## config.mk

```make
export PLATFORM = sky130hd
export DESIGN_NAME = mul_div_unit
export DESIGN_NICKNAME = d
export VERILOG_FILES = /design/src/rtl/mul_div_unit.sv
export SDC_FILE = /design/constraint.sdc
export NUM_CORES = 1
export LEC_CHECK = 0
export CAP_MARGIN = 20
export CORE_MARGIN = 1
export CORE_UTILIZATION = 40
export DETAILED_ROUTE_END_ITERATION = 6
export DONT_BUFFER_PORTS = 1
export SYNTH_ARGS = -nofsm -noshare
export SYNTH_HDL_FRONTEND = slang
export SYNTH_SLANG_ARGS = --single-unit
```

## constraint.sdc

```tcl
create_clock -name clk -period 5.8 [get_ports clk]
set_input_delay 0.58 -clock clk [delete_from_list [all_inputs] [get_ports clk]]
set_output_delay 0.58 -clock clk [all_outputs]
set_load 0.1 [all_outputs]
```

## src/rtl/mul_div_unit.sv

```systemverilog
// Multiply/divide unit with architectural HI/LO registers for the EX stage.
// Radix-2 iterative shift-add multiplier and restoring divider share one
// 2*WIDTH accumulator. Signed ops run on magnitudes; signs are fixed at the end.
// Op codes are parameters so they can be bound to the ALU decoder encoding.
module mul_div_unit #(
    parameter int         WIDTH            = 32,
    parameter int         MUL_SINGLE_CYCLE = 0,
    parameter logic [4:0] ALU_MULT         = 5'd16,
    parameter logic [4:0] ALU_MULTU        = 5'd17,
    parameter logic [4:0] ALU_DIV          = 5'd18,
    parameter logic [4:0] ALU_DIVU         = 5'd19,
    parameter logic [4:0] ALU_MTHI         = 5'd20,
    parameter logic [4:0] ALU_MTLO         = 5'd21
) (
    input  logic             clk,
    input  logic             rst,
    input  logic             flush,
    input  logic             start,
    input  logic [4:0]       alucontrol,
    input  logic [WIDTH-1:0] a,
    input  logic [WIDTH-1:0] b,
    output logic             busy,
    output logic             stall,
    output logic             done,
    output logic [WIDTH-1:0] hi,
    output logic [WIDTH-1:0] lo
);
    localparam int CW = $clog2(WIDTH + 1);

    typedef enum logic {IDLE, BUSY} state_t;

    state_t               state, next_state;
    logic [CW-1:0]        cnt;
    logic [2*WIDTH-1:0]   acc;        // mult: {partial product, multiplier}; div: {remainder, quotient}
    logic [WIDTH-1:0]     opr;        // multiplicand or divisor magnitude
    logic                 op_div;
    logic                 neg_res;    // negate product / quotient at completion
    logic                 neg_rem;    // negate remainder at completion

    logic is_mul, is_dv, signed_op, single_mul, accept;
    logic a_neg, b_neg;
    logic [WIDTH-1:0] a_mag, b_mag;

    assign is_mul     = (alucontrol == ALU_MULT) || (alucontrol == ALU_MULTU);
    assign is_dv      = (alucontrol == ALU_DIV)  || (alucontrol == ALU_DIVU);
    assign signed_op  = (alucontrol == ALU_MULT) || (alucontrol == ALU_DIV);
    assign single_mul = (MUL_SINGLE_CYCLE != 0) && is_mul;
    assign accept     = start && !flush && (state == IDLE);
    assign a_neg      = signed_op && a[WIDTH-1];
    assign b_neg      = signed_op && b[WIDTH-1];
    assign a_mag      = a_neg ? -a : a;
    assign b_mag      = b_neg ? -b : b;

    assign busy  = (state == BUSY);
    assign stall = busy || (start && !flush && (is_mul || is_dv) && !single_mul);

    // Full-width product for the single-cycle multiply option (modulo 2^(2W)).
    logic [2*WIDTH-1:0] a_ext, b_ext, sc_prod;
    assign a_ext   = {{WIDTH{a_neg ? 1'b1 : 1'b0}}, a};
    assign b_ext   = {{WIDTH{b_neg ? 1'b1 : 1'b0}}, b};
    assign sc_prod = a_ext * b_ext;

    // One radix-2 step of whichever engine is running.
    logic [WIDTH:0]       mul_sum, rem_t, rem_sub;
    logic                 div_ge;
    logic [2*WIDTH-1:0]   step, fin_mul;
    logic [WIDTH-1:0]     fin_q, fin_r;
    always_comb begin
        mul_sum = {1'b0, acc[2*WIDTH-1:WIDTH]} + (acc[0] ? {1'b0, opr} : '0);
        rem_t   = acc[2*WIDTH-1:WIDTH-1];
        div_ge  = (rem_t >= {1'b0, opr});
        rem_sub = rem_t - {1'b0, opr};
        if (op_div)
            step = {(div_ge ? rem_sub[WIDTH-1:0] : rem_t[WIDTH-1:0]), acc[WIDTH-2:0], div_ge};
        else
            step = {mul_sum, acc[WIDTH-1:1]};
        fin_mul = neg_res ? -step : step;
        fin_q   = neg_res ? -step[WIDTH-1:0] : step[WIDTH-1:0];
        fin_r   = neg_rem ? -step[2*WIDTH-1:WIDTH] : step[2*WIDTH-1:WIDTH];
    end

    // State register.
    always_ff @(posedge clk or posedge rst) begin
        if (rst) state <= IDLE;
        else     state <= next_state;
    end

    // Next-state: enter BUSY on an iterative accept, leave on last step or flush.
    always_comb begin
        next_state = state;
        case (state)
            IDLE: if (accept && ((is_mul && !single_mul) || is_dv)) next_state = BUSY;
            BUSY: if (flush || cnt == CW'(1)) next_state = IDLE;
        endcase
    end

    // Datapath: operand latch, iteration, sign fix-up and HI/LO writeback.
    always_ff @(posedge clk or posedge rst) begin
        if (rst) begin
            hi <= '0; lo <= '0; done <= 1'b0; cnt <= '0;
            acc <= '0; opr <= '0; op_div <= 1'b0; neg_res <= 1'b0; neg_rem <= 1'b0;
        end else begin
            done <= 1'b0;
            case (state)
                IDLE: if (accept) begin
                    if (single_mul) begin
                        {hi, lo} <= sc_prod;
                        done     <= 1'b1;
                    end else if (is_mul) begin
                        acc     <= {{WIDTH{1'b0}}, b_mag};
                        opr     <= a_mag;
                        op_div  <= 1'b0;
                        neg_res <= a_neg ^ b_neg;
                        neg_rem <= 1'b0;
                        cnt     <= CW'(WIDTH);
                    end else if (is_dv) begin
                        acc     <= {{WIDTH{1'b0}}, a_mag};
                        opr     <= b_mag;
                        op_div  <= 1'b1;
                        // divide by zero keeps the all-ones quotient unsigned-looking
                        neg_res <= (a_neg ^ b_neg) && (b != '0);
                        neg_rem <= a_neg;
                        cnt     <= CW'(WIDTH);
                    end else if (alucontrol == ALU_MTHI) begin
                        hi <= a;
                    end else if (alucontrol == ALU_MTLO) begin
                        lo <= a;
                    end
                end
                BUSY: begin
                    if (flush) begin
                        cnt <= '0;
                    end else begin
                        acc <= step;
                        cnt <= cnt - CW'(1);
                        if (cnt == CW'(1)) begin
                            if (op_div) begin
                                hi <= fin_r;
                                lo <= fin_q;
                            end else begin
                                {hi, lo} <= fin_mul;
                            end
                            done <= 1'b1;
                        end
                    end
                end
            endcase
        end
    end
endmodule

```

==> results of run 1 <==
==> repair_timing <==
| item | CTS | global route |
|---|---|---|
| buffers inserted | 0 | 0 |
| hold buffers | 0 | 1 |
| endpoints found under the hold margin | 0 | 16 |
==> cells in the final DEF (no fill, tap or decap), types with 6 or more instances in the layout <==
master / n
xnor2_1: 75
mux2_2: 23
nor4_1: 19
clkbuf_16: 17
buf_4: 46
nand4_1: 24
a211oi_1: 24
o21bai_1: 6
or4_1: 8
ha_1: 70
and2_1: 44
nand2b_1: 15
a31oi_1: 21
xor2_1: 69
nor2b_1: 24
clkinvlp_4: 6
o31ai_1: 28
o21ai_1: 18
o21a_1: 11
or3_1: 21
o22ai_1: 30
nand3_1: 36
a31o_2: 6
a21oi_1: 247
inv_1: 67
nor2_1: 233
mux2i_1: 49
a211o_1: 7
o211ai_1: 13
and3_1: 14
nor3_1: 45
nand2_1: 250
o21ai_0: 169
nor3b_1: 22
dfrtp_1: 169
a21boi_0: 8
a21o_1: 22
==> worst max-delay path, stage by stage (launching register included) <==
cell and delay [ns]:
dfrtp_1 0.45, ha_1 0.41, o211ai_1 0.20, a21oi_1 0.14, o2111a_1 0.35, o311ai_2 0.40
a41oi_2 0.31, inv_1 0.14, ha_1 0.20, o21ai_1 0.12, nor4_1 0.39, nand4_1 0.28
o31ai_2 0.44, and2_1 0.24, nand3_2 0.14, nor3_4 0.30, a31oi_1 0.14, xnor2_1 0.19
a221o_1 0.30
==> final cells by class <==
class	instances	area, um^2
Inverter	70	268
Timing Repair Buffer	49	403
Tap cell	525	657
Sequential cell	171	4290
Multi-Input combinational cell	1795	11400
Antenna cell	1	2.50
Fill cell	4137	22500
Clock inverter	13	111
Clock buffer	19	443
==> cells by family (layout without fill, tap and decap cells) <==
logic type               after synthesis  after routing  share of synthesized area
AO/OA/AOI/OAI                        701            701                      0.270
buffers and inverters                196            151                     0.0495
XOR/XNOR                             144            144                     0.0767
multiplexers                          75             75                     0.0482
other                                  0              1                          0
AND/OR/NAND/NOR                      803            803                      0.240
flip-flops                           171            171                      0.260
adder cells (fa/ha/maj)               72             72                     0.0557
==> power breakdown <==
part	leakage [nW]	switching (mW)	internal (mW)
clock	0.252	0.572	0.569
combinational	4.96	2.65	1.51
sequential	2.17	1.21	1.46
==> flip-flops by register name (all words and copies together), names as in the netlist <==
name	cells
cnt	6
neg_res	1
acc	64
done	1
neg_rem	1
op_div	1
opr	32
hi	32
busy	1
lo	32
==> routing by layer <==
metal,track usage,vias up
li1,-,7684
met1,0.420,7918
met2,0.499,730
met3,0.0660,122
met4,0.119,8
met5,0,-
==> worst min path at each step <==
stage	depth (start not counted)	start	endpoint
after floorplan	2	opr[10]$_DFFE_PP0P_	opr[10]$_DFFE_PP0P_
after global placement	2	opr[26]$_DFFE_PP0P_	opr[26]$_DFFE_PP0P_
after detailed placement	2	opr[13]$_DFFE_PP0P_	opr[13]$_DFFE_PP0P_
after CTS	1	rst	cnt[0]$_DFFE_PP0P_
after global routing	2	flush	cnt[5]$_DFFE_PP0P_
final	2	flush	cnt[5]$_DFFE_PP0P_
==> flow_metrics.tcl, run 1 <==
set metrics [dict create \
    cts_max_level 4 \
    arrival_ns 5.61 \
    regToRegSetupSlack_ns 0.54 \
    period_share 0.907 \
    hold_class "in2reg" \
    yosysTopAreaCell "dfrtp_1" \
    synth_common_cells "nand2_1, a21oi_1, nor2_1" \
    power_density_nw_per_um2 454 \
    outcome "complete, no violations" \
    rsz0062_at_grt "false" \
    ys_warn_count 0 \
    grt_first_pass_wirelength_mm 98.3 \
    syn-num-nets 2307 \
    clk_latency_ns 0.47 \
    yosysSeqAreaShare 0.260 \
    place_area_um2 17000 \
    io_pins 140 \
    holdWs_ns 0.288 \
    dpl_worst_slack_ns 0.714 \
    synth_top_flop_cell "dfrtp_1" \
    power_mw 7.97 \
    drv_slew 0 \
    syn_area_per_cell_um2 7.61 \
    worst_pin_slew_ns 1.07 \
    ant_nets 0 \
    cp-start-kind "flop" \
    cp-end-kind "flop" \
    place_hpwl_mm 51.8 \
    nNetsFinal 2249 \
    p_leak_nw 7.38 \
    wl_met3_mm 5.40 \
    cts-resized-gates 0 \
    fin_area_um2 17600 \
    synthToLayoutAreaGrowth_pct 6.86 \
    die_area_um2 41900 \
    fp-row-count 73 \
    yosysMostFrequentCell "nand2_1" \
    layout.cells.non_filler 2643 \
    clk_pin_slew_ns 0.08 \
    endpoint "hi[30]$_DFFE_PP0P_" \
    drc 0 \
    ir_worst_vdd_v 0.000311 \
    fin_util 0.438 \
    startpoint "acc[33]$_DFFE_PP0P_" \
    async_flop_share 1.00 \
    synth_cell_types 104 \
    drt_iter0_drc 1781 \
    timing.rr.end "hi[30]$_DFFE_PP0P_" \
    synthCells 2162 \
    cts.sink_count 171 \
    numPlacedInstances 2608 \
    core_um2 40100 \
    via_count 16462 \
    fin_ws_ns 0.541 \
    grt_util_all_layers 0.316 \
    wl_per_cell_um 25.0 \
    root_buffer "clkbuf_16" \
    met2_length_mm 30.0 \
    fin_skew_ns 0.0133 \
    cts_tree "done" \
    grt_max_degree 103 \
    cts_max_path_buffers 2 \
    overflow 0 \
    crit_fanout 6 \
    worstSetupPathType "reg2reg" \
    synth_edf_count 0 \
    cts_buffers 17 \
    rr_worst_depth 18 \
    grt_pass1_vias 15400 \
    rr_startpoint "acc[33]$_DFFE_PP0P_" \
    period_minus_slack_ns 5.26 \
    antenna_found_initial 3 \
    die_w_um 205 \
    synth-seq-cells 171 \
    place_congestion 1.02 \
    setup_violations 0 \
    layout-drive-gt1-share 0.0841 \
    wirelength_mm 66.0 \
    wl_met1_mm 28.1 \
    slew-limit-headroom 0.274 \
    netlist_top_cells_area "dfrtp_1, a21oi_1, nand2_1, ha_1, nor2_1" \
    post_drt_via_cell_ratio 6.23 \
    setup_tns_ns 0 \
    portBuffers 0 \
    syn_area_um2 16400 \
    hold_viol 0 \
    firstDrtPassIters 6 \
    fmax_ghz 0.190 \
    start_util 0.410 \
    dieHeight_um 205 \
    maxCapViolations 0 \
    yosysTopAreaCellShare 0.260 \
    worstPathRequired_ns 6.16 \
    top_layer "met5" \
]
(Power assumes the default switching activity.)
==> run 2: changes to the inputs <==
--- a/config.mk
+++ b/config.mk
@@ -10,6 +10,7 @@
 export CORE_UTILIZATION = 40
 export DETAILED_ROUTE_END_ITERATION = 6
 export DONT_BUFFER_PORTS = 1
+export HOLD_SLACK_MARGIN = 0.06
 export SYNTH_ARGS = -nofsm -noshare
 export SYNTH_HDL_FRONTEND = slang
 export SYNTH_SLANG_ARGS = --single-unit
==> results of run 2 <==
Same layout as run 1: the final DEF is identical, and so are final timing and power.
